<file path="src/rtl/clock_pkg.sv">
`default_nettype none
// ============================================================================
// Module      : clock_pkg
// Description : Shared button indices, channel state type and timing defaults
// Revision    : 1.0
// ============================================================================
package clock_pkg;

    localparam int BTN_RESET      = 0;
    localparam int BTN_MODE       = 1;
    localparam int BTN_EDIT_SHIFT = 2;
    localparam int BTN_INC        = 3;
    localparam int BTN_START_STOP = 4;
    localparam int NUM_BUTTONS    = 5;

    localparam int DEFAULT_DEBOUNCE_CYCLES = 1_000_000;
    localparam int DEFAULT_HOLD_CYCLES     = 15_000_000;
    localparam int DEFAULT_REPEAT_CYCLES   = 5_000_000;

    typedef enum logic [1:0] {
        IDLE    = 2'd0,
        PRESSED = 2'd1,
        HELD    = 2'd2,
        LOCKED  = 2'd3
    } chan_state_t;

    // Width of a counter that must hold max_val; never narrower than one bit.
    function automatic int cnt_width(input int max_val);
        return (max_val < 1) ? 1 : $clog2(max_val + 1);
    endfunction

endpackage
`default_nettype wire

</file>
<file path="src/rtl/button_event_gen_if.sv">
`default_nettype none
// ============================================================================
// Module      : button_event_gen_if
// Description : Button-event strobes from the conditioner to the mode controller
// Revision    : 1.0
// ============================================================================
interface button_event_gen_if
    import clock_pkg::*;
#(
    parameter int NUM_BTNS = NUM_BUTTONS
);
    logic [NUM_BTNS-1:0] btn_level;
    logic [NUM_BTNS-1:0] press_pulse;
    logic [NUM_BTNS-1:0] short_pulse;
    logic [NUM_BTNS-1:0] long_pulse;
    logic [NUM_BTNS-1:0] repeat_pulse;
    logic [NUM_BTNS-1:0] release_pulse;
    logic                busy;
    logic [2:0]          active_id;

    modport master (
        output btn_level, press_pulse, short_pulse, long_pulse,
               repeat_pulse, release_pulse, busy, active_id
    );

    modport slave (
        input  btn_level, press_pulse, short_pulse, long_pulse,
               repeat_pulse, release_pulse, busy, active_id
    );
endinterface
`default_nettype wire

</file>
<file path="src/rtl/btn_debounce.sv">
`default_nettype none
// ============================================================================
// Module      : btn_debounce
// Description : Two-flop synchronizer and stable-count debouncer per button
// Revision    : 1.0
// ============================================================================
module btn_debounce
    import clock_pkg::*;
#(
    parameter int NUM_BTNS        = NUM_BUTTONS,
    parameter int DEBOUNCE_CYCLES = DEFAULT_DEBOUNCE_CYCLES
) (
    input  wire logic                clk,
    input  wire logic                reset,
    input  wire logic [NUM_BTNS-1:0] btn_raw,
    output logic      [NUM_BTNS-1:0] btn_sync,
    output logic      [NUM_BTNS-1:0] btn_level
);
    localparam int                 c_CNT_W    = cnt_width(DEBOUNCE_CYCLES - 1);
    localparam logic [c_CNT_W-1:0] c_CNT_LAST = c_CNT_W'(DEBOUNCE_CYCLES - 1);

    generate
        for (genvar gi = 0; gi < NUM_BTNS; gi++) begin : g_bit
            logic               r_meta;
            logic               r_sync;
            logic               r_level;
            logic [c_CNT_W-1:0] r_cnt;

            always_ff @(posedge clk or negedge reset) begin
                if (!reset) begin
                    r_meta  <= 1'b0;
                    r_sync  <= 1'b0;
                    r_level <= 1'b0;
                    r_cnt   <= '0;
                end else begin
                    r_meta <= btn_raw[gi];
                    r_sync <= r_meta;
                    // Any sample that agrees with the accepted level restarts the count.
                    if (r_sync == r_level) begin
                        r_cnt <= '0;
                    end else if (r_cnt >= c_CNT_LAST) begin
                        r_level <= ~r_level;
                        r_cnt   <= '0;
                    end else begin
                        r_cnt <= r_cnt + 1'b1;
                    end
                end
            end

            assign btn_sync[gi]  = r_sync;
            assign btn_level[gi] = r_level;
        end
    endgenerate

endmodule
`default_nettype wire

</file>
<file path="src/rtl/button_event_gen.sv">
`default_nettype none
// ============================================================================
// Module      : button_event_gen
// Description : Debounced button channels with single-owner press/short/long/repeat strobes
// Revision    : 1.0
// ============================================================================
module button_event_gen
    import clock_pkg::*;
#(
    parameter int NUM_BTNS        = NUM_BUTTONS,
    parameter int DEBOUNCE_CYCLES = DEFAULT_DEBOUNCE_CYCLES,
    parameter int HOLD_CYCLES     = DEFAULT_HOLD_CYCLES,
    parameter int REPEAT_CYCLES   = DEFAULT_REPEAT_CYCLES
) (
    input  wire logic                clk,
    input  wire logic                reset,
    input  wire logic [NUM_BTNS-1:0] btn_raw,
    button_event_gen_if.master       evt
);
    localparam int                  c_HOLD_W    = cnt_width(HOLD_CYCLES - 1);
    localparam int                  c_REP_W     = cnt_width(REPEAT_CYCLES - 1);
    localparam logic [c_HOLD_W-1:0] c_HOLD_LAST = c_HOLD_W'(HOLD_CYCLES - 1);
    localparam logic [c_REP_W-1:0]  c_REP_LAST  = (REPEAT_CYCLES > 0) ? c_REP_W'(REPEAT_CYCLES - 1) : '0;

    logic [NUM_BTNS-1:0] w_sync, w_level, r_level_d, w_rise, w_fall;
    logic [NUM_BTNS-1:0] r_armed, w_armed_nxt, w_grant;
    logic [NUM_BTNS-1:0] w_press, w_short, w_long, w_repeat, w_release;
    chan_state_t         r_state     [NUM_BTNS];
    chan_state_t         w_state_nxt [NUM_BTNS];
    logic [c_HOLD_W-1:0] r_hold, w_hold_nxt;
    logic [c_REP_W-1:0]  r_rep, w_rep_nxt;
    logic [1:0]          r_warm;
    logic                w_owned, w_grant_any;
    logic [2:0]          w_owner_id, w_grant_id;

    btn_debounce #(
        .NUM_BTNS        (NUM_BTNS),
        .DEBOUNCE_CYCLES (DEBOUNCE_CYCLES)
    ) u_debounce (
        .clk       (clk),
        .reset     (reset),
        .btn_raw   (btn_raw),
        .btn_sync  (w_sync),
        .btn_level (w_level)
    );

    assign w_rise = w_level & ~r_level_d;
    assign w_fall = ~w_level & r_level_d;
    // A channel may only win ownership once it has been seen released since reset.
    assign w_armed_nxt = r_armed | w_fall | ({NUM_BTNS{r_warm[1]}} & ~w_sync & ~w_level);

    always_ff @(posedge clk or negedge reset) begin
        if (!reset) begin
            for (int i = 0; i < NUM_BTNS; i++) r_state[i] <= IDLE;
            r_level_d <= '0;
            r_armed   <= '0;
            r_warm    <= '0;
            r_hold    <= '0;
            r_rep     <= '0;
        end else begin
            for (int i = 0; i < NUM_BTNS; i++) r_state[i] <= w_state_nxt[i];
            r_level_d <= w_level;
            r_armed   <= w_armed_nxt;
            r_warm    <= {r_warm[0], 1'b1};
            r_hold    <= w_hold_nxt;
            r_rep     <= w_rep_nxt;
        end
    end

    always_comb begin
        w_owned     = 1'b0;
        w_owner_id  = '0;
        w_grant     = '0;
        w_grant_any = 1'b0;
        w_grant_id  = '0;
        w_press     = '0;
        w_short     = '0;
        w_long      = '0;
        w_repeat    = '0;
        w_release   = '0;
        w_hold_nxt  = '0;
        w_rep_nxt   = '0;
        for (int i = 0; i < NUM_BTNS; i++) w_state_nxt[i] = r_state[i];

        for (int i = 0; i < NUM_BTNS; i++) begin
            if (r_state[i] == PRESSED || r_state[i] == HELD) begin
                w_owned    = 1'b1;
                w_owner_id = 3'(i);
            end
        end

        // Ownership freed this cycle is not offered until the next one.
        for (int i = 0; i < NUM_BTNS; i++) begin
            if (!w_owned && !w_grant_any && w_rise[i] && r_armed[i]) begin
                w_grant[i]  = 1'b1;
                w_grant_any = 1'b1;
                w_grant_id  = 3'(i);
            end
        end

        for (int i = 0; i < NUM_BTNS; i++) begin
            case (r_state[i])
                IDLE: begin
                    if (w_rise[i]) begin
                        if (w_grant[i]) begin
                            w_state_nxt[i] = PRESSED;
                            w_press[i]     = 1'b1;
                            w_hold_nxt     = c_HOLD_W'(1);
                        end else begin
                            w_state_nxt[i] = LOCKED;
                        end
                    end
                end
                PRESSED: begin
                    if (w_fall[i]) begin
                        w_short[i]     = 1'b1;
                        w_release[i]   = 1'b1;
                        w_state_nxt[i] = IDLE;
                    end else if (r_hold >= c_HOLD_LAST) begin
                        w_long[i]      = 1'b1;
                        w_state_nxt[i] = HELD;
                    end else begin
                        w_hold_nxt = (r_hold == '1) ? r_hold : r_hold + 1'b1;
                    end
                end
                HELD: begin
                    if (w_fall[i]) begin
                        w_release[i]   = 1'b1;
                        w_state_nxt[i] = IDLE;
                    end else if (REPEAT_CYCLES > 0) begin
                        if (r_rep >= c_REP_LAST) begin
                            w_repeat[i] = 1'b1;
                        end else begin
                            w_rep_nxt = r_rep + 1'b1;
                        end
                    end
                end
                LOCKED: begin
                    if (w_fall[i]) w_state_nxt[i] = IDLE;
                end
                default: w_state_nxt[i] = IDLE;
            endcase
        end
    end

    assign evt.btn_level     = w_level;
    assign evt.press_pulse   = w_press;
    assign evt.short_pulse   = w_short;
    assign evt.long_pulse    = w_long;
    assign evt.repeat_pulse  = w_repeat;
    assign evt.release_pulse = w_release;
    assign evt.busy          = w_owned | w_grant_any;
    assign evt.active_id     = w_grant_any ? w_grant_id : w_owner_id;

endmodule
`default_nettype wire

</file>
<file path="src/flat_wrapper.sv">
// flat-port wrapper written by rule: the top's interface ports become plain ports
module button_event_gen_flat import clock_pkg::*;
#(
    parameter int NUM_BTNS        = NUM_BUTTONS,
    parameter int DEBOUNCE_CYCLES = DEFAULT_DEBOUNCE_CYCLES,
    parameter int HOLD_CYCLES     = DEFAULT_HOLD_CYCLES,
    parameter int REPEAT_CYCLES   = DEFAULT_REPEAT_CYCLES
)
  (clk, reset, btn_raw, evt_btn_level, evt_press_pulse, evt_short_pulse, evt_long_pulse, evt_repeat_pulse, evt_release_pulse, evt_busy, evt_active_id);
  button_event_gen_if #(.NUM_BTNS(NUM_BTNS)) evt_i ();
  input  wire logic clk;
  input  wire logic reset;
  input  wire logic [NUM_BTNS-1:0] btn_raw;
  output wire logic [$bits(evt_i.btn_level)-1:0] evt_btn_level;
  output wire logic [$bits(evt_i.press_pulse)-1:0] evt_press_pulse;
  output wire logic [$bits(evt_i.short_pulse)-1:0] evt_short_pulse;
  output wire logic [$bits(evt_i.long_pulse)-1:0] evt_long_pulse;
  output wire logic [$bits(evt_i.repeat_pulse)-1:0] evt_repeat_pulse;
  output wire logic [$bits(evt_i.release_pulse)-1:0] evt_release_pulse;
  output wire logic [$bits(evt_i.busy)-1:0] evt_busy;
  output wire logic [$bits(evt_i.active_id)-1:0] evt_active_id;
  assign evt_btn_level = evt_i.btn_level;
  assign evt_press_pulse = evt_i.press_pulse;
  assign evt_short_pulse = evt_i.short_pulse;
  assign evt_long_pulse = evt_i.long_pulse;
  assign evt_repeat_pulse = evt_i.repeat_pulse;
  assign evt_release_pulse = evt_i.release_pulse;
  assign evt_busy = evt_i.busy;
  assign evt_active_id = evt_i.active_id;
  button_event_gen #(.NUM_BTNS(NUM_BTNS), .DEBOUNCE_CYCLES(DEBOUNCE_CYCLES), .HOLD_CYCLES(HOLD_CYCLES), .REPEAT_CYCLES(REPEAT_CYCLES)) u_core (.clk(clk), .reset(reset), .btn_raw(btn_raw), .evt(evt_i));
endmodule
</file>
<file path="config.mk">
export PLATFORM = sky130hd
export DESIGN_NAME = button_event_gen_flat
export DESIGN_NICKNAME = d
export VERILOG_FILES = /design/src/rtl/clock_pkg.sv /design/src/rtl/button_event_gen_if.sv /design/src/rtl/btn_debounce.sv /design/src/rtl/button_event_gen.sv /design/src/flat_wrapper.sv
export SDC_FILE = /design/constraint.sdc
export NUM_CORES = 1
export LEC_CHECK = 0
export ABC_CLOCK_PERIOD_IN_PS = 5900
export BUFFER_PORTS_ARGS = -buffer_cell sky130_fd_sc_hd__buf_4
export CORE_ASPECT_RATIO = 0.75
export CORE_MARGIN = 8
export CORE_UTILIZATION = 60
export DETAILED_ROUTE_END_ITERATION = 16
export HOLD_SLACK_MARGIN = 0.12
export PLACE_DENSITY = 0.76
export SYNTH_ARGS = -nofsm -noshare
export SYNTH_HDL_FRONTEND = slang
export SYNTH_SLANG_ARGS = --single-unit
export TNS_END_PERCENT = 50
</file>
<file path="constraint.sdc">
create_clock -name clk -period 5.9 [get_ports clk]
set_input_delay 0.295 -clock clk [delete_from_list [all_inputs] [get_ports clk]]
set_output_delay 0.295 -clock clk [all_outputs]
set_load 0.02 [all_outputs]
</file>
## Word-level counts from Yosys, hierarchy flattened

Index checks and enable logic that the tools add are counted.

- Bits in registers: 184
- Input port bits: 7
- Output and inout port bits: 34

- Add/subtract/negate cells: 7
- $lt $le $gt $ge: 7
- Eq/ne operators: 36
- Muxes and demuxes: 152
- Bitwise logic cells: 20
- Reduce and logical (&&, ||, !) cells: 49

Operator list:

| kind | number |
|---|---|
| 2-to-1 mux 24 bit | 20 |
| 2-to-1 mux 23 bit | 15 |
| case mux 24 bit (2 select lines) | 5 |
| 2-to-1 mux 20 bit | 10 |
| adder 20 x 1 -> 20 bit, second input constant | 5 |
| >= comparator 20 bit, second input constant | 5 |
| 2-to-1 mux 1 bit | 69 |
| 2-to-1 mux 2 bit | 25 |
| case mux 2 bit (3 select lines) | 5 |
| adder 24 x 1 -> 24 bit, second input constant | 1 |
| == test 24 bit, second input constant | 1 |
| >= comparator 24 bit, second input constant | 1 |
| adder 23 x 1 -> 23 bit, second input constant | 1 |
| >= comparator 23 bit, second input constant | 1 |
| AND 5 bit | 4 |
| == test 2 bit, second input constant | 10 |
| != test 2 x 1 -> 1 bit, second input constant | 10 |
| OR reduction 2 bit | 10 |
| != test 3 x 2 -> 1 bit, second input constant | 5 |
| NOT 5 bit | 3 |
| AND reduction 3 bit | 5 |
| logical AND 1 bit | 14 |
| == test 2 x 1 -> 1 bit, second input constant | 5 |
| logical NOT 2 bit | 5 |
| 8 further kinds | 36 |

## Depth between registers and ports, before layout

- Depth in word-level cells: 34
- Depth in mapped cells: 9
- Mapped depth without buffers: 8

## Hierarchy

A second synthesis with hierarchy kept.

- Cells, all modules: 998
- Area, all modules: 9695.5 um2

By module, submodules not included:

| module | times used | cells each | area each (um2) |
|---|---|---|---|
| btn_debounce | 1 | 532 | 5470.2 |
| button_event_gen | 1 | 466 | 4225.3 |

## Least setup slack after synthesis

OpenSTA, ideal clock, no wires.

- Path type: register -> register
- From: register u_core.r_state[2] (netlist bit)
- To: register u_core.r_hold[23]
- Data arrival time: 2.554 ns
- Data required time: 5.781 ns
- Setup slack: 3.227 ns
- Cell stages (with the launch flop): 10
- Clock period less this slack: 2.673 ns
- Cells stage by stage: dfrtp_1 > inv_1 > ha_1 > or4_1 > a211oi_1 > nor2b_1 > and3_1 > a2111o_1 > buf_4 > nor2_1

- Word-level cells in the longest chain between the ends: 31

Ends and longest elaborated chain:

| element | RTL line | text |
|---|---|---|
| start: declaration | button_event_gen.sv:28 | `chan_state_t r_state [NUM_BTNS];` |
| parallel branches: the longest is 30 deep, another holds == test 2 x 1 -> 1 bit | n/a |  |
| case mux 24 bit (2 select lines) * | button_event_gen.sv:102 | `case (r_state[i])` |
| via u_core.w_hold_nxt[23] | button_event_gen.sv:30 | `logic [c_HOLD_W-1:0] r_hold, w_hold_nxt;` |
| end signal: assignment | button_event_gen.sv:65 | `r_hold <= w_hold_nxt;` |
| end: declaration | button_event_gen.sv:30 |  |

Mark *: on every way through the listed nets, which the timed path passes.
A chain may end at the register's enable or synchronous reset.

## Final worst setup path

- From: register u_core.r_state[2] (netlist bit)
- To: register u_core.r_hold[20]

Same word-level chain as after synthesis.

==> out/metrics.csv <==
metric,value,unit
synthesized cell area,9390,sq um
status,completed,
Nets,1067,
TritonCTS sink count,184,
worst reg-to-reg path cell count,8,
Max-cap violations,0,
vias per cell,5.61,
Slew @ Worst Pin,0.921,ns
Area Growth Syn to Fin,11.5,%
IO Pins,41,
vias in the first global route,6882,
CTS tree,done,
Critical Path Fanout Max,23,
Tmin final,3.24,ns
RSZ-0062 raised after global routing,no,
worst endpoint required time,6.18,ns
combinational share of power,2.7,%
Top Layer Used,met4,
worst-case vdd ir drop,171,uV
Slew Limit Headroom,38.6,%
# port buffers,40,
post-synthesis simple-gate area fraction,24.0,%
drt wl/cell,15.4,um
DIE AREA,20000,sq um
number of flops mapped to enable cells by yosys,0,
DRT Pass-1 Iters,5,
Post-Syn Nets,1018,
Clock Tree Buf Depth,2,
initial core utilization,61.5,%
Metal-1 WL,9440,um
Compound-Gate Fraction of Synth Area,8.37,%
initial antenna violation count,0,
worst hold path type,reg -> reg,
Static Leakage,4.66,nW
GP Congestion,0.876,
final setup violation count,0,
Fin Clk Skew,0.00951,ns
mux share of post-synthesis cell area,0.333,%
Synth Register Bits,184,
yosys warns,0,
DRT iter0 DRCs,413,
main combinational cell family by area after synthesis,simple AND/OR/NAND/NOR gates,
first-pass GRT wire length,33400,um
CP Launch Type,flip-flop,
Fin. Hold Viols,0,
DRC,0,
Antenna Nets Post-Route,0,
CP cell instances,inv_1 -> ha_1 -> or4_1 -> a211oi_1 -> nor2b_1 -> and3_1 -> a2111o_1 -> nor3_1,
Core ar.,15300,sq um
setup TNS,0,ns
async set-reset flop share out of synthesis,100,%
number of library cell types mapped by synthesis,66,
Max Slew Vio Count,0,
CP Buf/Inv Count,1,
CP Capture Type,flip-flop,
worst reg2reg setup slack,2.66,ns
row count,39,
Final HPWL DP,13500,um
data arrival time of the worst path,3.52,ns
Sw Ratio,21.9,%
Seq pwr share,54.2,%
met2 routed wirelength,8620,um
CP peak stage delay,0.65,ns
switching pwr,0.520,mW
share of cells above drive strength 1,8.52,%
Mapped Cells,984,
Max Fclk,309,MHz
Internal Power,1.85,mW
Root Buffer,clkbuf_16,
XOR/XNOR share of the synthesized area,12.0,%
RR Startpoint,u_core.r_state[2]$_DFFE_PN0P_,
Num CTS Buffers,17,
FILL cells,1199,
PwrDens,227,nW/um^2
"Top FF cell, synth",dfrtp_1,
critical path class,reg -> reg,
vias,7018,
H-Tree Depth,4,
"Seq/Total Area, Yosys",49.0,%
Total Wirelength,19200,um
Levels on crit path,8,
total track usage,20.2,%
ANT cells,0,
CP endpoint,u_core.r_hold[20]$_DFF_PN0_,
Clock Power Share,43.1,%
Post-CTS Setup Bufs,0,
CP startpoint,u_core.r_state[2]$_DFFE_PN0P_,
met3 WL,918,um
worst skew pair latency,0.43,ns
final worst-path cycle share,54.8,%
Synth Area in Adders,3.60,%
Post-CTS Resized,0,
Die W,160,um
clock slew at reported path FFs,0.06,ns
pin count of the biggest net entering global routing,121,
"delay-heaviest family, CP",simple AND/OR/NAND/NOR gates,
GRT overflow,0,
Critical Path Slowest Stage Cell,a2111o_1,
placed cells,1213,
r2r endpoint,u_core.r_hold[20]$_DFF_PN0_,
die span in y,124,um
Finished Layout Cells,1250,
syn_area_per_cell,9.54,sq um
==> worst min path at each step <==
stage	to	cells after the start	from	slack [ns]
after CTS	u_core.u_debounce.g_bit[0].r_sync$_DFF_PN0_	0	u_core.u_debounce.g_bit[0].r_meta$_DFF_PN0_	0.36
after global placement	u_core.r_warm[1]$_DFF_PN0_	0	u_core.r_warm[0]$_DFF_PN0_	0.33
final	u_core.r_warm[1]$_DFF_PN0_	0	u_core.r_warm[0]$_DFF_PN0_	0.35
after floorplan	u_core.r_armed[0]$_DFF_PN0_	0	reset	-0.0006
after detailed placement	u_core.r_warm[1]$_DFF_PN0_	0	u_core.r_warm[0]$_DFF_PN0_	0.34
after global routing	u_core.r_warm[1]$_DFF_PN0_	0	u_core.r_warm[0]$_DFF_PN0_	0.36
==> kinds of logic after synthesis <==
family          Yosys count
compound gates          114
flops                   184
buf+inv                  57
fa+ha+maj                27
simple gates            469
mux                       3
other cells               1
xor+xnor                129
==> per-stage QoR <==
stage          cell area (sq um)  hold WS, ns  power (mW)  util (%)  worst slack (ns)
4_1_cts                    10500        0.355        2.39      68.5              2.67
3_5_place_dp                9890        0.340        1.37      64.7              2.68
3_3_place_gp                9890        0.334        1.37      64.7              2.81
6_report                   10500        0.353        2.37      68.5              2.66
5_1_grt                    10500        0.359        2.46      68.5              2.44
2_1_floorplan               9390    -0.000591        1.33         -              3.23
==> timing repair <==
action,CTS,global route
setup endpoints to repair,0,0
hold endpoints to repair,124,0
hold buffers,6,0
==> cell usage in the layout (no fill, tap or decap), types with 21 or more instances in the layout <==
cell type | Yosys | routed
dfrtp_1 | 184 | 184
and3_1 | 37 | 37
buf_4 | 7 | 45
xor2_1 | 79 | 79
a21oi_1 | 27 | 27
xnor2_1 | 50 | 50
nand2_1 | 68 | 68
inv_1 | 35 | 35
nand4_1 | 27 | 27
ha_1 | 27 | 27
nor3_1 | 21 | 21
nor2_1 | 191 | 191
nand3_1 | 58 | 58
==> routing by layer <==
| metal | vias up | track usage, % |
|---|---|---|
| met4 | 0 | 6.25 |
| met1 | 3375 | 28.2 |
| li1 | 3481 | - |
| met3 | 25 | 5.25 |
| met2 | 137 | 30.4 |
| met5 | - | 0 |
==> state kept, by name, indices dropped and copies added, names as in the netlist <==
name and flops:
u_core.r_armed 5, u_core.r_hold 24, u_core.r_level_d 5, u_core.r_rep 23
u_core.r_state 10, u_core.r_warm 2, u_core.u_debounce.g_bit.r_cnt 100, u_core.u_debounce.g_bit.r_level 5
u_core.u_debounce.g_bit.r_meta 5, u_core.u_debounce.g_bit.r_sync 5
==> power by group through the flow <==
stage	Combinational, mW	Sequential (mW)	Clock [mW]
finish	0.0630	1.29	1.02
detailed placement	0.0619	1.31	0
global placement	0.0608	1.31	0
global route	0.0738	1.29	1.10
CTS	0.0652	1.29	1.04
floorplan	0.0258	1.31	0
==> cells in the mapped netlist (6+ instances only) <==
master    count  area (sq um)
a21oi_1      27           135
nor4_1        9          56.3
dfrtp_1     184          4600
ha_1         27           338
o31ai_1       8          60.1
nor2_1      191           717
nor3_1       21           105
xor2_1       79           692
clkbuf_1     15          56.3
a31oi_1       7          43.8
nand3_1      58           290
xnor2_1      50           438
nand2b_1      7          43.8
inv_1        35           131
nand2_1      68           255
and4_1        8          70.1
o21ai_0      22           110
nor2b_1       7          43.8
a41oi_1       6          52.6
nand4_1      27           169
and3_1       37           231
buf_4         7          52.6
and2_1       11          68.8
==> cell type report <==
class / instances / area (sq um) / share of cell area (%)
multi-input combinational: 743 / 4550 / 43.4
clock buffer: 25 / 475 / 4.54
timing repair buffer: 52 / 412 / 3.93
clock inverter: 6 / 43.8 / 0.418
inverter: 35 / 131 / 1.25
tap: 205 / 256 / 2.45
sequential: 184 / 4600 / 44.0
Power figures use the tool's default switching activity.
